==> config.mk <==
export PLATFORM = sky130hd
export DESIGN_NAME = tdm_demux4_flat
export DESIGN_NICKNAME = d
export VERILOG_FILES = /design/src/rtl/tdm_pkg.sv /design/src/rtl/tdm_demux4_if.sv /design/src/rtl/tdm_sync_fsm.sv /design/src/rtl/tdm_demux4.sv /design/src/flat_wrapper.sv
export SDC_FILE = /design/constraint.sdc
export NUM_CORES = 1
export LEC_CHECK = 0
export CAP_MARGIN = 25
export CORE_MARGIN = 3
export CORE_UTILIZATION = 39
export CTS_BUF_LIST = sky130_fd_sc_hd__clkbuf_8
export DETAILED_ROUTE_END_ITERATION = 8
export PLACE_DENSITY = 0.74
export SLEW_MARGIN = 40
export SYNTH_ARGS = -nofsm -noshare
export SYNTH_HDL_FRONTEND = slang
export SYNTH_HIERARCHICAL = 1
export SYNTH_SLANG_ARGS = --single-unit
==> constraint.sdc <==
create_clock -name clk -period 2.9 [get_ports clk]
set_clock_uncertainty 0.2 [all_clocks]
set_input_delay 0.435 -clock clk [delete_from_list [all_inputs] [get_ports clk]]
set_output_delay 0.435 -clock clk [all_outputs]
set_load 0.03 [all_outputs]
==> src/rtl/tdm_pkg.sv <==
// Shared types and constants for the tdm_demux4 four-lane TDM demultiplexer.
package tdm_pkg;
  localparam int NUM_LANES = 4;
  localparam int SLOT_W    = 2;

  typedef enum logic {HUNT, LOCK} tdm_state_t;

  typedef logic [SLOT_W-1:0] slot_t;
endpackage

==> src/rtl/tdm_demux4_if.sv <==
// Serial word input and per-lane output bundle for tdm_demux4.
interface tdm_demux4_if #(parameter int DATA_W = 8);
  import tdm_pkg::*;

  logic                        in_valid;
  logic                        in_sof;
  logic [DATA_W-1:0]           in_data;
  logic [NUM_LANES*DATA_W-1:0] out_data;
  logic [NUM_LANES-1:0]        out_valid;
  logic                        frame_done;
  logic                        locked;
  logic                        sync_err;

  modport master (
    output in_valid, in_sof, in_data,
    input  out_data, out_valid, frame_done, locked, sync_err
  );

  modport slave (
    input  in_valid, in_sof, in_data,
    output out_data, out_valid, frame_done, locked, sync_err
  );
endinterface

==> src/rtl/tdm_sync_fsm.sv <==
// HUNT/LOCK frame synchroniser with slot counter; emits combinational capture,
// frame-complete and sync-error strobes for the current input word.
module tdm_sync_fsm
  import tdm_pkg::*;
(
  input  logic  clk,
  input  logic  rst_n,
  input  logic  in_valid,
  input  logic  in_sof,
  output logic  cap,
  output slot_t cap_slot,
  output logic  frame_done,
  output logic  sync_err,
  output logic  locked
);
  tdm_state_t state_q, state_d;
  slot_t      slot_q, slot_d;

  always_ff @(posedge clk or negedge rst_n) begin
    if (!rst_n) begin
      state_q <= HUNT;
      slot_q  <= '0;
    end else begin
      state_q <= state_d;
      slot_q  <= slot_d;
    end
  end

  always_comb begin
    state_d    = state_q;
    slot_d     = slot_q;
    cap        = 1'b0;
    cap_slot   = slot_q;
    frame_done = 1'b0;
    sync_err   = 1'b0;
    if (in_valid) begin
      unique case (state_q)
        HUNT: begin
          if (in_sof) begin
            cap      = 1'b1;
            cap_slot = '0;
            slot_d   = slot_t'(1);
            state_d  = LOCK;
          end
        end
        LOCK: begin
          if (slot_q == '0) begin
            if (in_sof) begin
              cap      = 1'b1;
              cap_slot = '0;
              slot_d   = slot_t'(1);
            end else begin
              sync_err = 1'b1;
              slot_d   = '0;
              state_d  = HUNT;
            end
          end else if (in_sof) begin
            // Early sof restarts the frame in place rather than rehunting.
            sync_err = 1'b1;
            cap      = 1'b1;
            cap_slot = '0;
            slot_d   = slot_t'(1);
          end else begin
            cap        = 1'b1;
            slot_d     = slot_q + slot_t'(1);
            frame_done = (slot_q == slot_t'(NUM_LANES - 1));
          end
        end
        default: state_d = HUNT;
      endcase
    end
  end

  assign locked = (state_q == LOCK);
endmodule

==> src/rtl/tdm_demux4.sv <==
// Four-lane TDM demultiplexer: lane registers plus optional frame-aligned
// shadow buffer (enabled by defining TDM_DEMUX_FRAME_ALIGN_EN).
module tdm_demux4 #(
  parameter int DATA_W    = 8,
  parameter int NUM_LANES = 4
) (
  input  logic          clk,
  input  logic          rst_n,
  tdm_demux4_if.slave   bus
);
  import tdm_pkg::*;

  logic  cap, done, err;
  slot_t cap_slot;

  logic [NUM_LANES-1:0][DATA_W-1:0] lane_q;
  logic [NUM_LANES-1:0]             valid_q;
  logic                             done_q, err_q;

  tdm_sync_fsm u_sync (
    .clk        (clk),
    .rst_n      (rst_n),
    .in_valid   (bus.in_valid),
    .in_sof     (bus.in_sof),
    .cap        (cap),
    .cap_slot   (cap_slot),
    .frame_done (done),
    .sync_err   (err),
    .locked     (bus.locked)
  );

`ifdef TDM_DEMUX_FRAME_ALIGN_EN
  logic [NUM_LANES-1:0][DATA_W-1:0] shadow_q;

  always_ff @(posedge clk or negedge rst_n) begin
    if (!rst_n) begin
      shadow_q <= '0;
      lane_q   <= '0;
      valid_q  <= '0;
      done_q   <= 1'b0;
      err_q    <= 1'b0;
    end else begin
      valid_q <= '0;
      done_q  <= done;
      err_q   <= err;
      // Abandon clears the shadow first; an early-sof capture then refills lane 0.
      if (err)
        shadow_q <= '0;
      if (cap) begin
        if (done) begin
          lane_q   <= {bus.in_data, shadow_q[NUM_LANES-2:0]};
          valid_q  <= '1;
          shadow_q <= '0;
        end else begin
          shadow_q[cap_slot] <= bus.in_data;
        end
      end
    end
  end
`else
  always_ff @(posedge clk or negedge rst_n) begin
    if (!rst_n) begin
      lane_q  <= '0;
      valid_q <= '0;
      done_q  <= 1'b0;
      err_q   <= 1'b0;
    end else begin
      valid_q <= '0;
      done_q  <= done;
      err_q   <= err;
      if (cap) begin
        lane_q[cap_slot] <= bus.in_data;
        valid_q          <= NUM_LANES'(1) << cap_slot;
      end
    end
  end
`endif

  assign bus.out_data   = lane_q;
  assign bus.out_valid  = valid_q;
  assign bus.frame_done = done_q;
  assign bus.sync_err   = err_q;
endmodule

==> src/flat_wrapper.sv <==
// flat-port wrapper written by rule: the top's interface ports become plain ports
module tdm_demux4_flat import tdm_pkg::*;
#(
  parameter int DATA_W    = 8,
  parameter int NUM_LANES = 4
)
  (clk, rst_n, bus_in_valid, bus_in_sof, bus_in_data, bus_out_data, bus_out_valid, bus_frame_done, bus_locked, bus_sync_err);
  tdm_demux4_if #(.DATA_W(DATA_W)) bus_i ();
  input  logic clk;
  input  logic rst_n;
  input wire logic [$bits(bus_i.in_valid)-1:0] bus_in_valid;
  input wire logic [$bits(bus_i.in_sof)-1:0] bus_in_sof;
  input wire logic [$bits(bus_i.in_data)-1:0] bus_in_data;
  output wire logic [$bits(bus_i.out_data)-1:0] bus_out_data;
  output wire logic [$bits(bus_i.out_valid)-1:0] bus_out_valid;
  output wire logic [$bits(bus_i.frame_done)-1:0] bus_frame_done;
  output wire logic [$bits(bus_i.locked)-1:0] bus_locked;
  output wire logic [$bits(bus_i.sync_err)-1:0] bus_sync_err;
  assign bus_i.in_valid = bus_in_valid;
  assign bus_i.in_sof = bus_in_sof;
  assign bus_i.in_data = bus_in_data;
  assign bus_out_data = bus_i.out_data;
  assign bus_out_valid = bus_i.out_valid;
  assign bus_frame_done = bus_i.frame_done;
  assign bus_locked = bus_i.locked;
  assign bus_sync_err = bus_i.sync_err;
  tdm_demux4 #(.DATA_W(DATA_W), .NUM_LANES(NUM_LANES)) u_core (.clk(clk), .rst_n(rst_n), .bus(bus_i));
endmodule
==> summary.txt <==
Routing
  – Met1 WL: roughly 1.4 mm
  – DR pass1 iterations: 3
  – Wire per inst: 16.0 microns
  – Drt initial violations: 61
  – Metal3 WL: 181 microns
  – Highest Signal Layer: met4
  – # DRC: 0
  – Detailed-route vias per instance: 4.98
  – DR WL met2: 1.68 mm
  – WL final: approximately 3.3 mm
  – DR vias: roughly 1,000
  – Detail Route Antenna Nets: 0

CTS
  – H-tree depth: 2
  – Clock sinks: between 40 and 50
  – Max Root-Sink Buffers: 2
  – Setup bufs post-CTS: 0
  – Num CTS Buffers: 5
  – Clk Latency, worst-skew pair: between 0.2 and 0.3 ns
  – Cell at the root of the clock tree: clkbuf_8
  – CTS tree: done
  – CTS clk-pin slew, worst paths: about 0.07 ns

Yosys
  – Flip-flop and latch count after synthesis: slightly above 40
  – Synth Instances: around 100
  – Seq/Total Area, Yosys: about 64%
  – Avg Inst Size Synth: between 15 and 20 sq um
  – Netlist cell types: 17
  – Mapped Nets: roughly 120
  – Synth warnings: 6
  – Cell Area, Synth: around 1600 sq um

Critical path
  – Reg2Reg Depth: 7
  – CP Launch Type: primary input
  – Worst path cell trace: clkdlybuf4s50_1, inv_1, ha_1, a21oi_1, buf_4, nand3b_2, mux2_2
  – Arrival time worst endpoint: roughly 2.3 ns
  – Crit Path Class: in2reg
  – R2R Path Start: u_core/u_sync/slot_q[0]
  – Cell with the largest stage delay on the worst path: clkdlybuf4s50_1
  – CP Launch Point: bus_in_sof
  – Crit. End Element: flip-flop
  – CP peak stage delay: 0.59 ns
  – Worst path required time: 2.87 ns
  – Crit path max fanout: 9

GRT
  – Total GRT Usage: roughly 14%
  – Initial antenna violation count: 0
  – First-pass GRT wire length: roughly 5.4 mm
  – Largest net degree at the start of global routing: 42
  – Remaining global-route overflow: 0
  – Vias in the first global route: 1,027

Timing
  – Max_slew headroom: about two thirds
  – Final Hold Vio Count: 0
  – Slew Limit Fails: 0
  – RSZ-0062 raised after global routing: false
  – Min cycle time layout: roughly 2.3 ns
  – Final worst slack: 0.572 ns
  – Fmax: between 0.4 and 0.5 GHz
  – Post-route setup TNS: 0 ns
  – Crit share post-route: 80.3%
  – Worst-Margin Slew: approximately 0.5 ns
  – Setup violators final: 0
  – Hold slack final: approximately 0.31 ns

Min path
  – Hold Crit Start: u_core/bus.out_data[23]
  – Hold crit path type: reg2reg
  – Hold Crit Depth: 1

Power
  – Worst VDD drop: about 0.00051 V
  – Sequential Power Share: around a third
  – Pleak: ~1 nW
  – Comb power frac: between 50% and 60%
  – Cell Pwr Density: around 1300 nW/um^2
  – Int Pwr: approximately 1.7 mW
  – Overall power: between 2 and 3 mW
  – Clock power share: 14.0%
  – Switching power: around 1.1 mW
  – Sw frac: about two fifths

Floorplan
  – Chip height: approximately 70 microns
  – I/O pin cnt: between 50 and 60
  – Starting Density: 42.2%
  – Core area: approximately 3800 sq um
  – Row count: 22
  – Die Wd: 70.1 microns
  – Die area: 4910 sq um

Cells and area
  – Finished Core Util: ~60%
  – Nets: roughly 170
  – Diodes inserted: 0
  – Post-route cell area: 2260 sq um
  – Multi-input gate area: between 500 and 600 sq um
  – Fill count: 315
  – Area growth, synth to finish: 41.3%
  – Share of layout cells above drive strength 1: 29.4%
  – Final Non-Filler Cells: 208
  – Register Area: ~1000 sq um

Placement
  – HPWL after DPL: between 2 and 2.5 mm
  – DP Worst Slack: around 0.27 ns
  – I/O Buffers: 50
  – Placed cell area: 2150 sq um
  – DP Cell Count: 199
  – Final Wtd Congestion: 0.813

Status
  – Outcome: finished, final reports clean

Run
  – Max-cap violations: 0
==> cells in the mapped netlist <==
master	count	area (sq um)
dfrtp_1	41	1030
mux2_2	32	360
inv_1	6	22.5
a21oi_1	4	20.0
ha_1	3	37.5
and4bb_1	2	25.0
buf_6	2	22.5
nand3b_2	2	22.5
a221o_1	1	10.0
a22o_1	1	8.76
a31oi_1	1	6.26
and2_1	1	6.26
nand2_1	1	3.75
nand3_2	1	10.0
nor2_1	1	3.75
nor3b_2	1	12.5
o21ai_0	1	5.00
==> cells by family after synthesis <==
logic type      after synthesis  synth area share, %
mux                          32                 22.5
simple gates                  9                 5.23
flops                        41                 64.0
compound gates                8                 3.12
fa+ha+maj                     3                 2.34
buf+inv                       8                 2.81
==> power groups by stage <==
| stage | registers, mW | clock network (mW) | logic [mW] |
|---|---|---|---|
| after floorplan | 1.46 | 0 | 0.373 |
| after global placement | 0.978 | 0 | 1.45 |
| after detailed placement | 0.995 | 0 | 1.48 |
| after CTS | 0.984 | 0.406 | 1.48 |
| after global routing | 1.02 | 0.434 | 1.52 |
| final | 0.978 | 0.397 | 1.46 |
==> state kept, by name (all words and copies together), names as in the netlist <==
signal / flops
u_core/bus.out_valid: 4
u_core/u_sync/slot_q: 2
u_core/bus.sync_err: 1
u_core/bus.out_data: 32
u_core/u_sync/locked: 1
u_core/bus.frame_done: 1
==> timing repair <==
| item | 4_1_cts | 5_1_grt |
|---|---|---|
| hold buffers | 1 | 0 |
| hold endpoints to repair | 41 | 0 |
| resized for setup | 0 | 0 |
| endpoints found under the setup margin | 0 | 0 |
==> layout make-up <==
class / count / area share, %
clock buffers: 7 / 4.25
clock inverters: 1 / 0.221
inverters: 6 / 0.994
multi-input cells: 52 / 23.5
flip-flops and latches: 41 / 45.3
well taps: 48 / 2.65
repair buffers: 53 / 23.1
==> placed cells by master, fill, tap and decap left out <==
cell,Yosys,layout
o21ai_0,1,1
clkdlybuf4s50_1,0,49
and2_1,1,1
dfrtp_1,41,41
dlygate4sd3_1,0,1
inv_1,6,6
nand2_1,1,1
a31oi_1,1,1
a21oi_1,4,4
nand3_2,1,1
clkinv_2,0,1
nor2_1,1,1
ha_1,3,3
clkbuf_8,0,7
mux2_2,32,32
and4bb_1,2,2
a221o_1,1,1
buf_4,0,3
a22o_1,1,1
nor3b_2,1,1
nand3b_2,2,2
==> critical path, delay by kind of cell <==
kind / cells / cell delay, ns
buffers and inverters: 3 / 0.83
and+or+nand+nor: 1 / 0.26
AOI/OAI and AO/OA: 1 / 0.19
adders and majority gates: 1 / 0.21
muxes: 1 / 0.37
==> worst paths after layout <==
check / endpoint / slack [ns]
max reg2reg: u_core/bus.out_data[21] / 0.69
min in group asynchronous: u_core/u_sync/slot_q[1] / 0.46
max in group asynchronous: u_core/bus.out_data[5] / 1.69
min: u_core/bus.out_data[23] / 0.31
max: u_core/bus.out_data[21] / 0.57
min reg2reg: u_core/bus.out_data[23] / 0.31
==> layer usage <==
| metal | track usage [%] | vias to the layer above |
|---|---|---|
| met2 | 23.6 | 36 |
| met3 | 4.60 | 7 |
| met4 | 6.38 | 0 |
| li1 | - | 478 |
| met1 | 17.2 | 514 |
| met5 | 0 | - |
(Power assumes the default switching activity.)
